### src/rtl/core_pkg.sv
// Shared constants for the core front end: widths, the canonical NOP and the
// instruction-fetch state encoding.
package core_pkg;

  localparam int XLEN    = 32;
  localparam int INSTR_W = 32;

  localparam logic [INSTR_W-1:0] NOP_INSTR        = 32'h0000_0013;
  localparam logic [XLEN-1:0]    RESET_PC_DEFAULT = 32'h0000_0000;

  localparam logic [1:0] ST_IDLE  = 2'd0;
  localparam logic [1:0] ST_RUN   = 2'd1;
  localparam logic [1:0] ST_DRAIN = 2'd2;

endpackage

### src/rtl/fetch_fifo.sv
// Synchronous prefetch FIFO with wrap-bit pointers, flush, and occupancy count.
// Storage is write-only-when-pushed; the head word is read combinationally.
module fetch_fifo #(
  parameter int WIDTH = 64,
  parameter int DEPTH = 4
) (
  input  logic                     clk,
  input  logic                     reset_n,
  input  logic                     push,
  input  logic [WIDTH-1:0]         wdata,
  input  logic                     pop,
  input  logic                     flush,
  output logic [WIDTH-1:0]         rdata,
  output logic [$clog2(DEPTH):0]   count,
  output logic                     empty,
  output logic                     full
);

  localparam int AW = $clog2(DEPTH);

  logic [WIDTH-1:0] mem_q [DEPTH];
  logic [AW:0]      wr_ptr_q, rd_ptr_q;
  logic             push_ok, pop_ok;

  assign count   = wr_ptr_q - rd_ptr_q;
  assign empty   = (wr_ptr_q == rd_ptr_q);
  assign full    = (wr_ptr_q[AW] != rd_ptr_q[AW]) &&
                   (wr_ptr_q[AW-1:0] == rd_ptr_q[AW-1:0]);
  assign push_ok = push && !full && !flush;
  assign pop_ok  = pop && !empty && !flush;
  assign rdata   = mem_q[rd_ptr_q[AW-1:0]];

  // NOTE: sequential state uses non-blocking assignments so every flop samples pre-edge values.
  always_ff @(posedge clk or negedge reset_n) begin
    if (!reset_n) begin
      wr_ptr_q <= '0;
      rd_ptr_q <= '0;
    end else if (flush) begin
      wr_ptr_q <= '0;
      rd_ptr_q <= '0;
    end else begin
      if (push_ok) wr_ptr_q <= wr_ptr_q + 1'b1;
      if (pop_ok)  rd_ptr_q <= rd_ptr_q + 1'b1;
    end
  end

  // NOTE: storage is not reset; the pointers alone define which entries are valid.
  always_ff @(posedge clk) begin
    if (push_ok) mem_q[wr_ptr_q[AW-1:0]] <= wdata;
  end

endmodule

### src/rtl/instr_fetch_unit.sv
// Sequential instruction prefetcher: credit-limited imem requests, in-order
// responses buffered as {pc,word}, one instruction per cycle to the core.
module instr_fetch_unit #(
  parameter int                        XLEN       = core_pkg::XLEN,
  parameter logic [XLEN-1:0]           RESET_PC   = core_pkg::RESET_PC_DEFAULT,
  parameter int                        FIFO_DEPTH = 4
) (
  input  logic                         clk,
  input  logic                         reset_n,
  output logic                         o_imem_req,
  output logic [XLEN-1:0]              o_imem_addr,
  input  logic                         i_imem_gnt,
  input  logic                         i_imem_rvalid,
  input  logic [XLEN-1:0]              i_imem_rdata,
  output logic                         o_req_instr,
  output logic [31:0]                  o_instr,
  output logic [XLEN-1:0]              o_pc,
  input  logic                         i_stall,
  input  logic                         i_redirect,
  input  logic [XLEN-1:0]              i_redirect_pc
);

  import core_pkg::*;

  localparam int          CW      = $clog2(FIFO_DEPTH) + 1;
  localparam logic [CW:0] DEPTH_C = (CW+1)'(FIFO_DEPTH);

  logic [1:0]      state_q, state_d;
  logic [XLEN-1:0] fetch_pc_q, fetch_pc_d;
  logic [XLEN-1:0] resp_pc_q, resp_pc_d;
  logic [CW-1:0]   in_flight_q, in_flight_d;
  logic [CW-1:0]   discard_q, discard_d;

  logic [CW-1:0]           fifo_count;
  logic                    fifo_empty, fifo_full;
  logic [XLEN+INSTR_W-1:0] fifo_head;
  logic [XLEN-1:0]         redirect_pc;
  logic                    issue, resp, push, pop;

  assign redirect_pc = {i_redirect_pc[XLEN-1:2], 2'b00};

  // Credits: a request is only raised when its response is sure to find a FIFO slot.
  assign o_imem_req  = (state_q == ST_RUN) &&
                       (({1'b0, in_flight_q} + {1'b0, fifo_count}) < DEPTH_C);
  assign o_imem_addr = fetch_pc_q;
  assign issue       = o_imem_req && i_imem_gnt;
  assign resp        = i_imem_rvalid && (in_flight_q != '0);
  assign in_flight_d = in_flight_q + CW'(issue) - CW'(resp);

  assign push        = resp && (state_q == ST_RUN) && !i_redirect;
  assign o_req_instr = !fifo_empty && (state_q == ST_RUN);
  assign pop         = o_req_instr && !i_stall && !i_redirect;
  assign o_instr     = fifo_empty ? NOP_INSTR : fifo_head[INSTR_W-1:0];
  assign o_pc        = fifo_empty ? resp_pc_q : fifo_head[XLEN+INSTR_W-1:INSTR_W];

  fetch_fifo #(
    .WIDTH (XLEN + INSTR_W),
    .DEPTH (FIFO_DEPTH)
  ) u_fifo (
    .clk     (clk),
    .reset_n (reset_n),
    .push    (push),
    .wdata   ({resp_pc_q, i_imem_rdata[INSTR_W-1:0]}),
    .pop     (pop),
    .flush   (i_redirect),
    .rdata   (fifo_head),
    .count   (fifo_count),
    .empty   (fifo_empty),
    .full    (fifo_full)
  );

  // NOTE: every variable gets a default first so no path through the block infers a latch.
  always_comb begin
    state_d    = state_q;
    fetch_pc_d = fetch_pc_q;
    resp_pc_d  = resp_pc_q;
    discard_d  = discard_q;
    case (state_q)
      ST_IDLE: state_d = ST_RUN;
      ST_RUN: begin
        if (issue) fetch_pc_d = fetch_pc_q + XLEN'(4);
        if (push)  resp_pc_d  = resp_pc_q + XLEN'(4);
        if (i_redirect) begin
          fetch_pc_d = redirect_pc;
          resp_pc_d  = redirect_pc;
          // Requests still outstanding belong to the old stream and must be swallowed.
          if (in_flight_d != '0) begin
            state_d   = ST_DRAIN;
            discard_d = in_flight_d;
          end
        end
      end
      ST_DRAIN: begin
        if (resp) discard_d = discard_q - CW'(1);
        if (i_redirect) begin
          fetch_pc_d = redirect_pc;
          resp_pc_d  = redirect_pc;
        end
        if (discard_d == '0) state_d = ST_RUN;
      end
      default: state_d = ST_IDLE;
    endcase
  end

  always_ff @(posedge clk or negedge reset_n) begin
    if (!reset_n) begin
      state_q     <= ST_IDLE;
      fetch_pc_q  <= RESET_PC;
      resp_pc_q   <= RESET_PC;
      in_flight_q <= '0;
      discard_q   <= '0;
    end else begin
      state_q     <= state_d;
      fetch_pc_q  <= fetch_pc_d;
      resp_pc_q   <= resp_pc_d;
      in_flight_q <= in_flight_d;
      discard_q   <= discard_d;
    end
  end

  a_no_orphan_rvalid: assert property (@(posedge clk) disable iff (!reset_n)
    !(i_imem_rvalid && (in_flight_q == '0)));

  a_no_overflow: assert property (@(posedge clk) disable iff (!reset_n)
    !(push && fifo_full));

endmodule

### config.mk
export PLATFORM = sky130hd
export DESIGN_NAME = instr_fetch_unit
export DESIGN_NICKNAME = d
export VERILOG_FILES = /design/src/rtl/core_pkg.sv /design/src/rtl/fetch_fifo.sv /design/src/rtl/instr_fetch_unit.sv
export SDC_FILE = /design/constraint.sdc
export NUM_CORES = 1
export LEC_CHECK = 0
export ABC_AREA = 1
export CAP_MARGIN = 20
export CELL_PAD_IN_SITES_DETAIL_PLACEMENT = 1
export CELL_PAD_IN_SITES_GLOBAL_PLACEMENT = 1
export CORE_MARGIN = 1
export CORE_UTILIZATION = 49
export DETAILED_ROUTE_END_ITERATION = 8
export DONT_BUFFER_PORTS = 1
export MAX_ROUTING_LAYER = met4
export PLACE_DENSITY_LB_ADDON = 0.1
export SYNTH_ARGS = -nofsm -noshare
export SYNTH_HDL_FRONTEND = slang
export SYNTH_SLANG_ARGS = --single-unit
### constraint.sdc
create_clock -name clk -period 6.4 [get_ports clk]
set_clock_uncertainty 0.15 [all_clocks]
set_input_delay 0.64 -clock clk [delete_from_list [all_inputs] [get_ports clk]]
set_output_delay 0.64 -clock clk [all_outputs]
set_load 0.05 [all_outputs]
==> flow_metrics.tcl, run 1 <==
set metrics [dict create \
    drv_cap 0 \
    grt_usage_pct 27.40 \
    first_pass_iters 5 \
    path_max_fanout 52 \
    finalCritPeriodShare_pct 72.22 \
    cp.arrival_ns 4.91 \
    path_class "register to register" \
    critPathLaunchType "register" \
    slowest_delay_ns 0.81 \
    via_count 11510 \
    hp-class "input port to register" \
    p_per_area_nw_per_um2 581.1 \
    final_cells 2044 \
    path_cells "ha_1, inv_1, fa_1, xor2_1, ha_1, nor3_1, nand4_2, ha_1, inv_1, ha_1, fa_1, or2_2, nor2_1, nand3_1, nand2_1, inv_1, nand2_1, nor2_1, a21oi_1" \
    required_ns 6.68 \
    grt-ovfl-total 0 \
    cp_slowest_cell "dfrtp_4" \
    coreArea_um2 30590 \
    synth_mux_area_share_pct 0 \
    synthAdderAreaFrac_pct 1.416 \
    clk_latency_ns 0.52 \
    synth_edf_count 248 \
    p_leak_uw 0.006425 \
    critPathCaptureType "register" \
    peakVddDrop_mv 0.2851 \
    clkTransAtPathRegs_ns 0.06 \
    cts_buffer_depth 3 \
    maxSlewViolCount 0 \
    synth_compound_area_share_pct 10.84 \
    crit_family "adder cells" \
    ys_warn_count 0 \
    gp_congestion 0.8571 \
    path_buf_inv 3 \
    slew_headroom_pct 24.00 \
    drtAntennaViolNets 0 \
    h-tree-depth 2 \
    wl_per_cell_um 20.28 \
    cts_buffers 36 \
    die_area_um2 31720 \
    clock_sinks 322 \
    cp_common_cell "ha_1" \
    status "finished, final reports clean" \
    synthFlopType "edfxtp_1" \
    drc 0 \
    die_h_um 178.1 \
    grt_pass1_wl_um 64820 \
    grt_setup_unrepaired "false" \
    worst_pin_slew_ns 1.132 \
    num_io_pins 168 \
    tns_ns 0 \
    wl_um 41450 \
    synth_top_family_by_area "simple AND/OR/NAND/NOR gates" \
    num_rows 64 \
    cts_tree "done" \
    synth_xor_xnor_area_share_pct 0.7493 \
    setup_viol 0 \
    grt_pass1_vias 12070 \
    nets 1708 \
    synth_simple_gate_area_share_pct 20.59 \
    drive_gt1_share_pct 9.775 \
    antenna_found_initial 1 \
    ys_seq_area_share_pct 61.19 \
    start_util_pct 49.68 \
    avgSynthCellArea_um2 9.515 \
    post-place-ws_ns 1.749 \
    ys_types 43 \
    cts_root_buf "clkbuf_16" \
    hold_viol_final 0 \
    vias_per_cell 5.629 \
    postCtsSetupBuffers 0 \
    dp.cells 1977 \
    whs_ns 0.06336 \
    area_delta_synth_final_pct 11.30 \
    dieWidth_um 178.1 \
    syn_inst 1597 \
    hpwl_um 26260 \
    setup_ws_ns 1.778 \
    final_cell_mix "nor2_1, nand2_1, edfxtp_1, o21ai_0, inv_1" \
    postSynth.asyncResetShare_pct 22.98 \
    synth-seq-cells 322 \
    fmax_mhz 216.3 \
    drt_iter0_markers 566 \
    synth_area_um2 15200 \
    numPortBuffers 0 \
    finalPower_uw 9828 \
    grt_max_degree 86 \
    finalCriticalPeriod_ns 4.622 \
]
-- path summary, 6_finish.rpt --
| path | startpoint | to | slack (ns) | depth (start not counted) |
|---|---|---|---|---|
| max | u_fifo.rd_ptr_q[0] | discard_q[0] | 1.78 | 19 |
| min | i_imem_rdata[30] | u_fifo.mem_q[1][30] | 0.06 | 0 |
| max reg2reg | u_fifo.rd_ptr_q[0] | discard_q[0] | 1.78 | 19 |
| min reg2reg | discard_q[1] | discard_q[1] | 0.41 | 2 |
| max in group asynchronous | reset_n | u_fifo.rd_ptr_q[0] | 5.19 | 2 |
| min in group asynchronous | reset_n | o_imem_addr[30] | 0.50 | 2 |
-- cell usage after synthesis (2+ instances only) --
library cell / n / area [µm²]
ha_1: 14 / 175.2
o311ai_0: 3 / 26.28
clkbuf_1: 36 / 135.1
nand3b_1: 5 / 37.54
a21oi_1: 55 / 275.3
or2_0: 2 / 12.51
nor3_1: 4 / 20.02
or2_1: 7 / 43.79
o31ai_1: 3 / 22.52
nand4_1: 7 / 43.79
buf_6: 9 / 101.4
or2_2: 4 / 25.02
o21ai_0: 202 / 1011
nor2_1: 310 / 1164
dfrtp_1: 74 / 1852
o21ai_1: 9 / 45.04
o22ai_1: 28 / 175.2
nand2_1: 306 / 1149
edfxtp_1: 248 / 7447
and2_1: 2 / 12.51
a21oi_4: 2 / 32.53
xor2_1: 8 / 70.07
inv_1: 94 / 352.8
nor2_4: 3 / 33.78
fa_1: 2 / 40.04
a31oi_1: 3 / 18.77
buf_4: 6 / 45.04
xnor2_1: 5 / 43.79
buf_2: 24 / 120.1
nand3_1: 85 / 425.4
nand2_2: 9 / 56.30
nor2_2: 11 / 68.82
inv_2: 7 / 26.28
-- where the power goes --
group	internal, µW	total (µW)	switching (µW)
Combinational	1090	4450	3360
Sequential	2670	3470	803
Clock	1080	1910	829
Total	4840	9830	4990
-- cell type report --
class                   count  area [µm²]
inverters                 102       386.6
clock buffers              47       972.2
flip-flops and latches    322        9304
clock inverters            16       100.1
diodes                      1       2.502
fillers                  3474       13680
repair buffers             59       478.0
well taps                 396       495.5
multi-input cells        1101        5174
-- routing by layer --
| layer | track usage [%] | vias up | routed length (µm) |
|---|---|---|---|
| met5 | - | - | 0 |
| met1 | 33.77 | 5710 | 17700 |
| met2 | 45.83 | 276 | 20370 |
| met3 | 5.200 | 74 | 2324 |
| li1 | - | 5446 | - |
| met4 | 8.084 | 0 | 1061 |
-- stage by stage --
stage | area, µm² | util (%)
2_1_floorplan | 15210 | -
3_3_place_gp | 15780 | 51.59
3_5_place_dp | 15780 | 51.59
4_1_cts | 16890 | 55.22
5_1_grt | 16910 | 55.29
6_report | 16910 | 55.29
-- worst register-to-register path: cells and delay by family, from the launching register on --
family          cells  cell delay, ns
compound gates      1            0.11
xor+xnor            1            0.18
fa+ha+maj           6            1.90
buf+inv             3            0.17
flops               1            0.81
simple gates        8            1.24
-- sequential cells by signal (all words and copies together) (netlist names) --
name             count
o_imem_addr         30
state_q              2
u_fifo.rd_ptr_q      3
resp_pc_q           30
discard_q            3
u_fifo.mem_q       248
in_flight_q          3
u_fifo.wr_ptr_q      3
-- repair_timing --
action,4_1_cts,5_1_grt
hold buffers,2,0
gates resized for setup,0,0
endpoints found under the hold margin,74,0
-- kinds of logic (layout without fill, tap and decap cells) --
family / after synthesis / count (layout)
adders and majority gates: 16 / 16
AOI/OAI and AO/OA: 309 / 309
and+or+nand+nor: 759 / 759
DFF: 322 / 322
xor gates and xnor gates: 13 / 13
other: 1 / 5
buffers and inverters: 177 / 224
Power figures use the tool's default switching activity.
==> run 2, diff against run 1 <==
==> constraint.sdc (replaced) <==
create_clock -name clk -period 4.51 [get_ports clk]
set_clock_uncertainty 0.15 [all_clocks]
set_input_delay 0.451 -clock clk [delete_from_list [all_inputs] [get_ports clk]]
set_output_delay 0.451 -clock clk [all_outputs]
set_load 0.05 [all_outputs]
==> flow_metrics.tcl, run 2 (synthesis results as in run 1) <==
set metrics [dict create \
    nFillCells 3451 \
    fmax_mhz 239.7 \
    power_frac_comb_pct 46.6 \
    p_leak_uw 0.006690 \
    critPathCaptureType "register" \
    die_h_um 178.1 \
    rrSetupSlack_ns 0.34 \
    path_max_fanout 5 \
    finalPower_uw 14390 \
    p_sw_share_pct 49.80 \
    switching_power_uw 7166 \
    grt-ovfl-total 0 \
    die_area_um2 31720 \
    final_cell_mix "nor2_1, nand2_1, edfxtp_1, o21ai_0, inv_1" \
    setup_ws_ns 0.3387 \
    finalCriticalPeriod_ns 4.171 \
    path_class "register to register" \
    required_ns 4.79 \
    hpwl_um 27310 \
    clkPwrFrac_pct 19.4 \
    setup_viol 0 \
    area_delta_synth_final_pct 15.00 \
    numPortBuffers 0 \
    critPathLaunchType "register" \
    r2r-end "discard_q[0]" \
    p_per_area_nw_per_um2 823.4 \
    status "finished, final reports clean" \
    clkTransAtPathRegs_ns 0.06 \
    cts_buffer_depth 3 \
    post-place-ws_ns 0.2046 \
    nets 1765 \
    start_util_pct 49.68 \
    cts_buffers 37 \
    final_cells 2103 \
    slew_headroom_pct 28.63 \
    drive_gt1_share_pct 10.56 \
    cp.arrival_ns 4.45 \
    regToRegStartpoint "u_fifo.wr_ptr_q[0]" \
    num_io_pins 168 \
    drv_cap 0 \
    dieWidth_um 178.1 \
    largest_reg_flops 248 \
    grt_pass1_vias 12450 \
    gp_congestion 0.8263 \
    antenna_found_initial 2 \
    clock_sinks 322 \
    first_pass_iters 5 \
    worst_hold_path.endpoint "o_imem_addr[9]" \
    drt_iter0_markers 664 \
    hold_viol_final 0 \
    min_from "i_redirect_pc[9]" \
    coreArea_um2 30590 \
    hold_path_depth 4 \
    dp.cells 1999 \
    h-tree-depth 2 \
    clk_latency_ns 0.51 \
    hp-class "input port to register" \
    intPower_uw 7224 \
    num_rows 64 \
    pwr-share-seq_pct 34.0 \
    peakVddDrop_mv 0.5492 \
    via_count 11780 \
    wl_um 42770 \
    grt_usage_pct 28.04 \
    reg2regPathDepth 20 \
    drc 0 \
    cts_root_buf "clkbuf_16" \
    worst_pin_slew_ns 1.063 \
    finalCritPeriodShare_pct 92.49 \
    cts_tree "done" \
    grt_max_degree 90 \
    grt_pass1_wl_um 66610 \
    drtAntennaViolNets 0 \
    wl_per_cell_um 20.34 \
    vias_per_cell 5.599 \
    maxSlewViolCount 0 \
]
[run 2: per-layer routing]
metal | share of wire [%] | vias up | global-route usage, %
li1 | - | 5567 | -
met1 | 42 | 5856 | 34.24
met2 | 51 | 280 | 48.52
met3 | 4.6 | 72 | 4.113
met4 | 2.1 | 0 | 7.479
met5 | 0 | - | -
[run 2: how the worst max path moves through the flow]
| stage | from | endpoint | slack [ns] | cells past startpoint |
|---|---|---|---|---|
| 6_report | u_fifo.wr_ptr_q[0] | discard_q[0] | 0.34 | 20 |
| 5_1_grt | u_fifo.wr_ptr_q[0] | discard_q[0] | -0.03 | 20 |
| 4_1_cts | u_fifo.wr_ptr_q[0] | discard_q[0] | 0.20 | 20 |
| 3_5_place_dp | u_fifo.wr_ptr_q[0] | discard_q[0] | 0.20 | 20 |
| 3_3_place_gp | u_fifo.wr_ptr_q[0] | discard_q[0] | 0.38 | 20 |
| 2_1_floorplan | u_fifo.rd_ptr_q[1] | u_fifo.mem_q[0][0] | -0.21 | 7 |
[run 2: area by class of cell]
cell class	instances	area (µm²)	area share (%)
multi-input cells	1101	5179	29.63
inverters	102	386.6	2.212
well taps	396	495.5	2.835
clock inverters	19	150.1	0.8592
diodes	2	5.005	0.02864
clock buffers	46	959.7	5.492
repair buffers	115	996.0	5.699
flip-flops and latches	322	9304	53.24
[run 2: worst max-delay path, stage by stage (launching register included)]
cell and delay, ns:
dfrtp_1 0.42, inv_1 0.13, ha_1 0.16, inv_1 0.05, fa_1 0.37, xor2_1 0.17, ha_1 0.31, nor3_2 0.24
nand4_2 0.14, ha_1 0.29, inv_1 0.04, ha_1 0.18, fa_1 0.49, or2_2 0.31, nor2_1 0.08, nand3_1 0.08
nand2_1 0.09, inv_1 0.08, nand2_1 0.14, nor2_1 0.07, a21oi_1 0.11
[run 2: metrics by stage]
step	hold slack (ns)	util, %	setup TNS [ns]	instance area (µm²)
after floorplan	0.005409	-	-38.82	15210
after global placement	0.007731	52.21	0	15970
after detailed placement	0.007035	52.21	0	15970
after CTS	0.01749	57.07	0	17460
after global routing	0.04996	57.13	-0.05597	17480
final	0.02317	57.13	0	17480
[run 2: power groups by stage]
| stage | sequential [µW] | clock (µW) | combinational (µW) |
|---|---|---|---|
| floorplan | 4690 | 0 | 4730 |
| global placement | 4890 | 0 | 6470 |
| detailed placement | 4930 | 0 | 6650 |
| CTS | 4870 | 2840 | 6740 |
| global route | 4950 | 2930 | 7300 |
| finish | 4890 | 2790 | 6710 |
[run 2: what timing repair did]
action / CTS / global route
setup buffers: 0 / 1
setup endpoints to repair: 0 / 3
hold buffers: 36 / 0
endpoints found under the hold margin: 204 / 0
resized for setup: 0 / 1
